$ cat src/rtl/mem_resp_stage_if.sv
// mem_resp_stage_if: EXE-side, SRAM-response, WB-side and bypass signals of the memory-response stage.
// Latency: none, wires only.
// Backpressure: carries mem_allowin (toward EXE) and wb_allowin (from WB).
interface mem_resp_stage_if #(
  parameter int DW = 32
);
  logic          ex_mem_valid;
  logic          mem_allowin;
  logic [31:0]   ex_mem_pc;
  logic          ex_mem_gr_we;
  logic [4:0]    ex_mem_dest;
  logic [DW-1:0] ex_mem_alu_result;
  logic          ex_mem_req;
  logic [2:0]    ex_mem_load_op;
  logic          ex_req_inflight;
  logic          data_sram_data_ok;
  logic [DW-1:0] data_sram_rdata;
  logic          flush;
  logic          wb_allowin;
  logic          mem_wb_valid;
  logic [31:0]   mem_wb_pc;
  logic          mem_wb_gr_we;
  logic [4:0]    mem_wb_dest;
  logic [DW-1:0] mem_wb_result;
  logic [4:0]    fwd_dest;
  logic [DW-1:0] fwd_result;
  logic          fwd_busy;

  // Environment side: EXE, data SRAM and WB drive the stage inputs.
  modport master (
    output ex_mem_valid, ex_mem_pc, ex_mem_gr_we, ex_mem_dest, ex_mem_alu_result,
           ex_mem_req, ex_mem_load_op, ex_req_inflight, data_sram_data_ok,
           data_sram_rdata, flush, wb_allowin,
    input  mem_allowin, mem_wb_valid, mem_wb_pc, mem_wb_gr_we, mem_wb_dest,
           mem_wb_result, fwd_dest, fwd_result, fwd_busy
  );

  // Stage side.
  modport slave (
    input  ex_mem_valid, ex_mem_pc, ex_mem_gr_we, ex_mem_dest, ex_mem_alu_result,
           ex_mem_req, ex_mem_load_op, ex_req_inflight, data_sram_data_ok,
           data_sram_rdata, flush, wb_allowin,
    output mem_allowin, mem_wb_valid, mem_wb_pc, mem_wb_gr_we, mem_wb_dest,
           mem_wb_result, fwd_dest, fwd_result, fwd_busy
  );
endinterface

$ cat src/rtl/mem_resp_stage.sv
// mem_resp_stage: EXE->WB memory stage holding one split-transaction load until data_ok; build option `MEM_FLUSH_EN adds flush and cancelled-response dropping.
// Latency: one register stage; a load leaves in the cycle its data_ok arrives (rdata passes through combinationally).
// Backpressure: mem_allowin low while waiting for data or while WB stalls; captured data is held stable in rbuf.
module mem_resp_stage #(
  parameter int DW    = 32,
  parameter int CNT_W = 2
) (
  input logic           clk,
  input logic           resetn,
  mem_resp_stage_if.slave bus
);

  localparam int OFF_W = $clog2(DW / 8);

  typedef enum logic [1:0] {
    ST_IDLE,
    ST_WAIT,
    ST_DONE
  } state_e;

  state_e             state_q, state_d;
  logic [31:0]        pc_q, pc_d;
  logic               gr_we_q, gr_we_d;
  logic [4:0]         dest_q, dest_d;
  logic [DW-1:0]      alu_q, alu_d;
  logic               req_q, req_d;
  logic [2:0]         load_op_q, load_op_d;
  logic [DW-1:0]      rbuf_q, rbuf_d;
  logic [CNT_W-1:0]   cancel_cnt_q, cancel_cnt_d;

  logic               valid;
  logic               attrib_ok;
  logic               ready_go;
  logic               allowin;
  logic               accept;
  logic [DW-1:0]      src;
  logic [DW-1:0]      shifted;
  logic [DW-1:0]      ext;
  logic [DW-1:0]      result;

  // Handshake: a response only counts for this stage when no cancelled responses are still owed.
  assign valid     = (state_q != ST_IDLE);
  assign attrib_ok = bus.data_sram_data_ok && (cancel_cnt_q == '0);
  assign ready_go  = (state_q == ST_DONE) || ((state_q == ST_WAIT) && attrib_ok);
  assign allowin   = !valid || (ready_go && bus.wb_allowin);
  assign accept    = bus.ex_mem_valid && allowin;

  // Load extraction: live rdata in the arrival cycle, rbuf afterwards.
  always_comb begin
    src     = (state_q == ST_WAIT) ? bus.data_sram_rdata : rbuf_q;
    shifted = src >> {alu_q[OFF_W-1:0], 3'b000};
    case (load_op_q)
      3'd1:    ext = DW'($signed(shifted[7:0]));
      3'd2:    ext = DW'(shifted[7:0]);
      3'd3:    ext = DW'($signed(shifted[15:0]));
      3'd4:    ext = DW'(shifted[15:0]);
      3'd5:    ext = DW'($signed(shifted[31:0]));
      3'd6:    ext = DW'(shifted[31:0]);
      default: ext = shifted;
    endcase
    result = ((load_op_q != 3'd0) && req_q) ? ext : alu_q;
  end

  // Next-state: FSM transitions, payload capture, response buffering and cancel bookkeeping.
  always_comb begin
    state_d      = state_q;
    pc_d         = pc_q;
    gr_we_d      = gr_we_q;
    dest_d       = dest_q;
    alu_d        = alu_q;
    req_d        = req_q;
    load_op_d    = load_op_q;
    rbuf_d       = rbuf_q;
    cancel_cnt_d = cancel_cnt_q;

    if (accept) begin
      pc_d      = bus.ex_mem_pc;
      gr_we_d   = bus.ex_mem_gr_we;
      dest_d    = bus.ex_mem_dest;
      alu_d     = bus.ex_mem_alu_result;
      req_d     = bus.ex_mem_req;
      load_op_d = bus.ex_mem_load_op;
    end

    if (allowin) begin
      if (bus.ex_mem_valid) begin
        state_d = bus.ex_mem_req ? ST_WAIT : ST_DONE;
      end else begin
        state_d = ST_IDLE;
      end
    end else if ((state_q == ST_WAIT) && attrib_ok) begin
      state_d = ST_DONE;
    end

    if ((state_q == ST_WAIT) && attrib_ok) begin
      rbuf_d = bus.data_sram_rdata;
    end

`ifdef MEM_FLUSH_EN
    begin : cancel_logic
      logic [CNT_W+1:0] cnt_sum;
      logic             inc_wait;
      logic             inc_exe;
      logic             dec;
      inc_wait = bus.flush && (state_q == ST_WAIT) && !bus.data_sram_data_ok;
      inc_exe  = bus.flush && bus.ex_req_inflight;
      dec      = bus.data_sram_data_ok && (cancel_cnt_q != '0);
      cnt_sum  = (CNT_W+2)'(cancel_cnt_q) + (CNT_W+2)'(inc_wait)
               + (CNT_W+2)'(inc_exe) - (CNT_W+2)'(dec);
      if (cnt_sum > (CNT_W+2)'({CNT_W{1'b1}})) begin
        cancel_cnt_d = '1;
      end else begin
        cancel_cnt_d = cnt_sum[CNT_W-1:0];
      end
      // The flushed instruction is dropped even if something was accepted this cycle.
      if (bus.flush) begin
        state_d = ST_IDLE;
      end
    end
`else
    cancel_cnt_d = '0;
`endif
  end

`ifndef MEM_FLUSH_EN
  logic unused_flush_inputs;
  assign unused_flush_inputs = ^{bus.flush, bus.ex_req_inflight};
`endif

  // State and payload registers; reset empties the stage and drops any outstanding request.
  always_ff @(posedge clk or negedge resetn) begin
    if (!resetn) begin
      state_q      <= ST_IDLE;
      pc_q         <= '0;
      gr_we_q      <= 1'b0;
      dest_q       <= '0;
      alu_q        <= '0;
      req_q        <= 1'b0;
      load_op_q    <= '0;
      rbuf_q       <= '0;
      cancel_cnt_q <= '0;
    end else begin
      state_q      <= state_d;
      pc_q         <= pc_d;
      gr_we_q      <= gr_we_d;
      dest_q       <= dest_d;
      alu_q        <= alu_d;
      req_q        <= req_d;
      load_op_q    <= load_op_d;
      rbuf_q       <= rbuf_d;
      cancel_cnt_q <= cancel_cnt_d;
    end
  end

  assign bus.mem_allowin   = allowin;
  assign bus.mem_wb_valid  = valid && ready_go;
  assign bus.mem_wb_pc     = pc_q;
  assign bus.mem_wb_gr_we  = gr_we_q;
  assign bus.mem_wb_dest   = dest_q;
  assign bus.mem_wb_result = result;
  assign bus.fwd_dest      = (valid && gr_we_q) ? dest_q : 5'd0;
  assign bus.fwd_result    = result;
  assign bus.fwd_busy      = (state_q == ST_WAIT) && (load_op_q != 3'd0) && !attrib_ok;

endmodule
$ cat src/flat_wrapper.sv
// flat-port wrapper written by rule: the top's interface ports become plain ports
module mem_resp_stage_flat 
#(
  parameter int DW    = 32,
  parameter int CNT_W = 2
)
  (clk, resetn, bus_ex_mem_valid, bus_ex_mem_pc, bus_ex_mem_gr_we, bus_ex_mem_dest, bus_ex_mem_alu_result, bus_ex_mem_req, bus_ex_mem_load_op, bus_ex_req_inflight, bus_data_sram_data_ok, bus_data_sram_rdata, bus_flush, bus_wb_allowin, bus_mem_allowin, bus_mem_wb_valid, bus_mem_wb_pc, bus_mem_wb_gr_we, bus_mem_wb_dest, bus_mem_wb_result, bus_fwd_dest, bus_fwd_result, bus_fwd_busy);
  mem_resp_stage_if #(.DW(DW)) bus_i ();
  input logic clk;
  input logic resetn;
  input wire logic [$bits(bus_i.ex_mem_valid)-1:0] bus_ex_mem_valid;
  input wire logic [$bits(bus_i.ex_mem_pc)-1:0] bus_ex_mem_pc;
  input wire logic [$bits(bus_i.ex_mem_gr_we)-1:0] bus_ex_mem_gr_we;
  input wire logic [$bits(bus_i.ex_mem_dest)-1:0] bus_ex_mem_dest;
  input wire logic [$bits(bus_i.ex_mem_alu_result)-1:0] bus_ex_mem_alu_result;
  input wire logic [$bits(bus_i.ex_mem_req)-1:0] bus_ex_mem_req;
  input wire logic [$bits(bus_i.ex_mem_load_op)-1:0] bus_ex_mem_load_op;
  input wire logic [$bits(bus_i.ex_req_inflight)-1:0] bus_ex_req_inflight;
  input wire logic [$bits(bus_i.data_sram_data_ok)-1:0] bus_data_sram_data_ok;
  input wire logic [$bits(bus_i.data_sram_rdata)-1:0] bus_data_sram_rdata;
  input wire logic [$bits(bus_i.flush)-1:0] bus_flush;
  input wire logic [$bits(bus_i.wb_allowin)-1:0] bus_wb_allowin;
  output wire logic [$bits(bus_i.mem_allowin)-1:0] bus_mem_allowin;
  output wire logic [$bits(bus_i.mem_wb_valid)-1:0] bus_mem_wb_valid;
  output wire logic [$bits(bus_i.mem_wb_pc)-1:0] bus_mem_wb_pc;
  output wire logic [$bits(bus_i.mem_wb_gr_we)-1:0] bus_mem_wb_gr_we;
  output wire logic [$bits(bus_i.mem_wb_dest)-1:0] bus_mem_wb_dest;
  output wire logic [$bits(bus_i.mem_wb_result)-1:0] bus_mem_wb_result;
  output wire logic [$bits(bus_i.fwd_dest)-1:0] bus_fwd_dest;
  output wire logic [$bits(bus_i.fwd_result)-1:0] bus_fwd_result;
  output wire logic [$bits(bus_i.fwd_busy)-1:0] bus_fwd_busy;
  assign bus_i.ex_mem_valid = bus_ex_mem_valid;
  assign bus_i.ex_mem_pc = bus_ex_mem_pc;
  assign bus_i.ex_mem_gr_we = bus_ex_mem_gr_we;
  assign bus_i.ex_mem_dest = bus_ex_mem_dest;
  assign bus_i.ex_mem_alu_result = bus_ex_mem_alu_result;
  assign bus_i.ex_mem_req = bus_ex_mem_req;
  assign bus_i.ex_mem_load_op = bus_ex_mem_load_op;
  assign bus_i.ex_req_inflight = bus_ex_req_inflight;
  assign bus_i.data_sram_data_ok = bus_data_sram_data_ok;
  assign bus_i.data_sram_rdata = bus_data_sram_rdata;
  assign bus_i.flush = bus_flush;
  assign bus_i.wb_allowin = bus_wb_allowin;
  assign bus_mem_allowin = bus_i.mem_allowin;
  assign bus_mem_wb_valid = bus_i.mem_wb_valid;
  assign bus_mem_wb_pc = bus_i.mem_wb_pc;
  assign bus_mem_wb_gr_we = bus_i.mem_wb_gr_we;
  assign bus_mem_wb_dest = bus_i.mem_wb_dest;
  assign bus_mem_wb_result = bus_i.mem_wb_result;
  assign bus_fwd_dest = bus_i.fwd_dest;
  assign bus_fwd_result = bus_i.fwd_result;
  assign bus_fwd_busy = bus_i.fwd_busy;
  mem_resp_stage #(.DW(DW), .CNT_W(CNT_W)) u_core (.clk(clk), .resetn(resetn), .bus(bus_i));
endmodule
$ cat config.mk
export PLATFORM = sky130hd
export DESIGN_NAME = mem_resp_stage_flat
export DESIGN_NICKNAME = d
export VERILOG_FILES = /design/src/rtl/mem_resp_stage_if.sv /design/src/rtl/mem_resp_stage.sv /design/src/flat_wrapper.sv
export SDC_FILE = /design/constraint.sdc
export NUM_CORES = 1
export LEC_CHECK = 0
export CORE_ASPECT_RATIO = 1.2
export CORE_MARGIN = 4
export CORE_UTILIZATION = 69
export CTS_BUF_LIST = sky130_fd_sc_hd__clkbuf_16
export CTS_CLUSTER_DIAMETER = 200
export DETAILED_ROUTE_END_ITERATION = 7
export DONT_BUFFER_PORTS = 1
export PLACE_DENSITY = 0.85
export SLEW_MARGIN = 30
export SYNTH_ARGS = -nofsm -noshare
export SYNTH_HDL_FRONTEND = slang
export SYNTH_SLANG_ARGS = --single-unit
$ cat constraint.sdc
create_clock -name clk -period 3.5 [get_ports clk]
set_clock_uncertainty 0.15 [all_clocks]
set_input_delay 0.35 -clock clk [delete_from_list [all_inputs] [get_ports clk]]
set_output_delay 0.35 -clock clk [all_outputs]
set_load 0.1 [all_outputs]
==> results.cfg, run 1 <==
[outcome]
status = stopped before the end
lastStage = global routing
error = [ERROR GRT-0232] Routing congestion too high. Check the congestion heatmap in the GUI.

[timing]
endpoint_type = top-level output
worst_endpoint = bus_mem_wb_result[9]

[cts]
clock_sinks = 108
htree_num_levels = 3
cts_setup_buffers = 0
cts_root_buf = clkbuf_16
cts_resized = 0
cts_buffers = 9
clk_path_buf_depth = 2
holdBufCountCts = 81

[synthesis]
synthCells = 511
ys_ff_latch = 108
synth_area_um2 = 5790
syn_area_per_cell_um2 = 11.3
syn_nets = 624
synth_area_leaders = dfrtp_1 47%, mux2_2 21%, mux2i_1 6.2%
synth-seq-area-share = 0.467
synth_top_cell_by_area = dfrtp_1
synth_cell_type_count = 38
netlist.area_leader.share = 0.467
yosys_warnings = 0

[floorplan]
num_rows = 36
initial_core_util = 0.710
dieHeight_um = 108
ioPinCount = 223
fp.dieW_um = 91.6

[global_routing]
grt_use_total = 0.859
grt_max_degree = 109
grt-ovfl-total = 260
antenna_found_initial = 3

[place]
place_area_um2 = 6790
place_inst = 610
port_buffers = 0
hpwl_um = 11600
gp_congestion = 0.862
logic make-up after synthesis:
logic type,after synthesis,synth area share
DFF,108,0.467
muxes,149,0.292
and+or+nand+nor,111,0.0841
AOI/OAI and AO/OA,70,0.0767
buffers and inverters,73,0.0808
cell usage after synthesis:
master	number
inv_1	6
nand2b_1	2
buf_6	4
or2_0	1
nand2_2	1
buf_1	1
o32ai_1	1
nor3_1	4
buf_2	19
nor2b_1	2
o31ai_4	1
and2_1	5
a311oi_1	1
o21ai_0	3
mux2_2	108
a31o_2	1
buf_12	1
o21ai_1	5
o211a_1	1
o31ai_1	1
nor2_1	44
clkinv_1	1
or2_2	7
dfrtp_1	108
a31oi_1	26
a21oi_1	12
mux2i_1	36
o21a_1	2
o22ai_1	15
and2b_1	1
mux4_2	5
nand2_1	37
buf_4	33
nand3_1	4
clkbuf_1	8
nor3_2	1
or3_1	2
o211ai_1	1
layer usage:
| layer | track usage | GRT overflow |
|---|---|---|
| met5 | 0.260 | 1 |
| met4 | 1.00 | 101 |
| met3 | 0.692 | 1 |
| met2 | 1.03 | 157 |
| met1 | 0.808 | 0 |
per-stage QoR:
step	setup WS (ns)	util	setup TNS, ns	hold WS, ns
3_5_place_dp	0.556	0.833	0	-0.0929
2_1_floorplan	-0.644	-	-10.90	-0.0956
4_1_cts	0.158	0.970	0	0.000779
3_3_place_gp	0.594	0.833	0	-0.0923
==> run 2, diff against run 1 <==
--- a/config.mk
+++ b/config.mk
@@ -5,14 +5,11 @@
 export SDC_FILE = /design/constraint.sdc
 export NUM_CORES = 1
 export LEC_CHECK = 0
-export CORE_ASPECT_RATIO = 1.2
 export CORE_MARGIN = 4
-export CORE_UTILIZATION = 69
-export CTS_BUF_LIST = sky130_fd_sc_hd__clkbuf_16
-export CTS_CLUSTER_DIAMETER = 200
+export CORE_UTILIZATION = 40
 export DETAILED_ROUTE_END_ITERATION = 7
 export DONT_BUFFER_PORTS = 1
-export PLACE_DENSITY = 0.85
+export PLACE_DENSITY_LB_ADDON = 0.15
 export SLEW_MARGIN = 30
 export SYNTH_ARGS = -nofsm -noshare
 export SYNTH_HDL_FRONTEND = slang
==> run 2 against run 1 <==
  * Synthesized cell count unchanged
  * The run now ends clean
  * Synthesized area unchanged
==> results.cfg, run 2 <==
[timing]
finalSetupViolations = 0
slew_violations = 0
max_freq_mhz = 302
relSlewSlack = 0.384
fin_crit_sh = 0.946
layout_min_cycle_time_ns = 3.31
tightest_slew_ns = 0.924
rsz0062_at_grt = no
holdWs_ns = 0.0247
hold_viol = 0

[floorplan]
dieArea_um2 = 16500
coreArea_um2 = 14000
num_rows = 43
fp.dieW_um = 128
dieHeight_um = 128
initial_core_util = 0.412
ioPinCount = 223

[setup_path]
crit_fanout = 17
cpMaxStageDelayCell = dfrtp_1
arrival_ns = 2.81
path_buf_inv = 3
path_delay_family = buffers and inverters
critical_path_class = reg2out
cp.required_ns = 3.00
end_kind = primary output
critPathMaxStageDelay_ns = 0.59
path_cells = inv_1 > a311oi_1 > o211ai_1 > nand3_2 > buf_4 > o32ai_4 > buf_16
startpoint_type = flip-flop

[worst_hold_path]
hp-class = in2reg

[synthesis]
netlist.area_leader.share = 0.467
synth_area_leaders = dfrtp_1 47%, mux2_2 21%, mux2i_1 6.2%
synth_edf_count = 0
synth_top_cell_by_area = dfrtp_1
ys_ff_latch = 108
synthCells = 511
synth_common_cells = 108 x dfrtp_1, 108 x mux2_2, 44 x nor2_1, 37 x nand2_1, 36 x mux2i_1
async_reset_ff_frac = 1.00
syn_area_per_cell_um2 = 11.3
synth_area_um2 = 5790
synth-seq-area-share = 0.467
syn_nets = 624
synth_cell_type_count = 38
yosys_warnings = 0
synth_top_flop_cell = dfrtp_1

[route]
avgViaCountPerCell = 5.38
postRouteAntennaNets = 0
vias = 4336
drtIter0Drc = 148
wl_per_cell_um = 20.3
wirelength_um = 16300
drt-pass1-iter-count = 4
drc = 0

[outcome]
status = finished, final reports clean

[cts]
clock_sinks = 108
cts_buffers = 9
clk_pin_slew_ns = 0.07
clk_path_buf_depth = 2
htree_num_levels = 3
clk_latency_ns = 0.36
tritoncts = built
cts_root_buf = clkbuf_16

[layout]
drive_gt1_frac = 0.373
regArea_um2 = 2700
fill_cells = 1113
multi_input_area_um2 = 3110
layout_common_cells = 109 x dlygate4sd3_1, 108 x mux2_2, 108 x dfrtp_1, 44 x nor2_1
final_common_cell = dlygate4sd3_1
nNetsFinal = 734
area_growth_pct = 44.1
final_util = 0.594

[place]
hpwl_um = 11500
gp_congestion = 0.857
port_buffers = 0

[global_routing]
antenna_found_initial = 1
grt_pass1_vias = 4684
grt_max_degree = 109
grt-ovfl-total = 0
grt_pass1_wl_um = 25600
grt_use_total = 0.203

[job]
drv_cap = 0
run 2: cell counts after synthesis:
Identical to the previous run, type by type.
run 2: cell families after synthesis:
family | count (synthesis) | synth area share
buffers and inverters | 73 | 0.0808
AOI/OAI and AO/OA | 70 | 0.0767
muxes | 149 | 0.292
and+or+nand+nor | 111 | 0.0841
DFF | 108 | 0.467
run 2: what timing repair did:
action	4_1_cts	5_1_grt
hold buffers	110	0
endpoints found under the hold margin	215	0
setup endpoints to repair	2	0
setup buffers	0	0
resized for setup	1	0
run 2: layer usage:
| metal | part of all wire | global-route usage | up-vias |
|---|---|---|---|
| met5 | 0 | 0 | - |
| met2 | 0.51 | 0.352 | 188 |
| met1 | 0.39 | 0.239 | 2139 |
| li1 | - | - | 1993 |
| met3 | 0.085 | 0.0671 | 16 |
| met4 | 0.013 | 0.0587 | 0 |
run 2: area by class of cell:
type | count | share of cell area
antenna | 1 | 0.000300
timing repair buffer | 165 | 0.238
clock buffer | 10 | 0.0274
multi-input combinational | 330 | 0.372
inverter | 7 | 0.00315
clock inverter | 5 | 0.00810
tap | 180 | 0.0270
sequential | 108 | 0.324
run 2: through the flow:
stage                     setup TNS [ns]  setup slack, ns  std cells  area [um2]
final                                  0            0.190        806        8340
after global placement                 0            0.447        680        6910
after CTS                              0            0.205        805        8330
after floorplan                   -10.90           -0.644        511        5870
after global routing                   0           0.0563        806        8340
after detailed placement               0            0.391        680        6910
run 2: path summary, 6_finish.rpt:
check | startpoint | endpoint | slack [ns] | cells after the start
hold reg to reg | u_core.rbuf_q[3] | u_core.rbuf_q[3] | 0.36 | 1
max in group asynchronous | resetn | u_core.bus.mem_wb_pc[28] | 2.33 | 2
hold / removal | bus_ex_mem_req | u_core.state_q[0] | 0.02 | 2
setup reg to reg | u_core.state_q[0] | u_core.state_q[1] | 1.43 | 5
min in group asynchronous | resetn | u_core.rbuf_q[28] | 0.44 | 2
setup / recovery | u_core.alu_q[0] | bus_mem_wb_result[15] | 0.19 | 7
Power of run 2 is left out: the tool's default activity adds up to more than one toggle a clock period on the data nets, which glitch-free logic cannot reach.
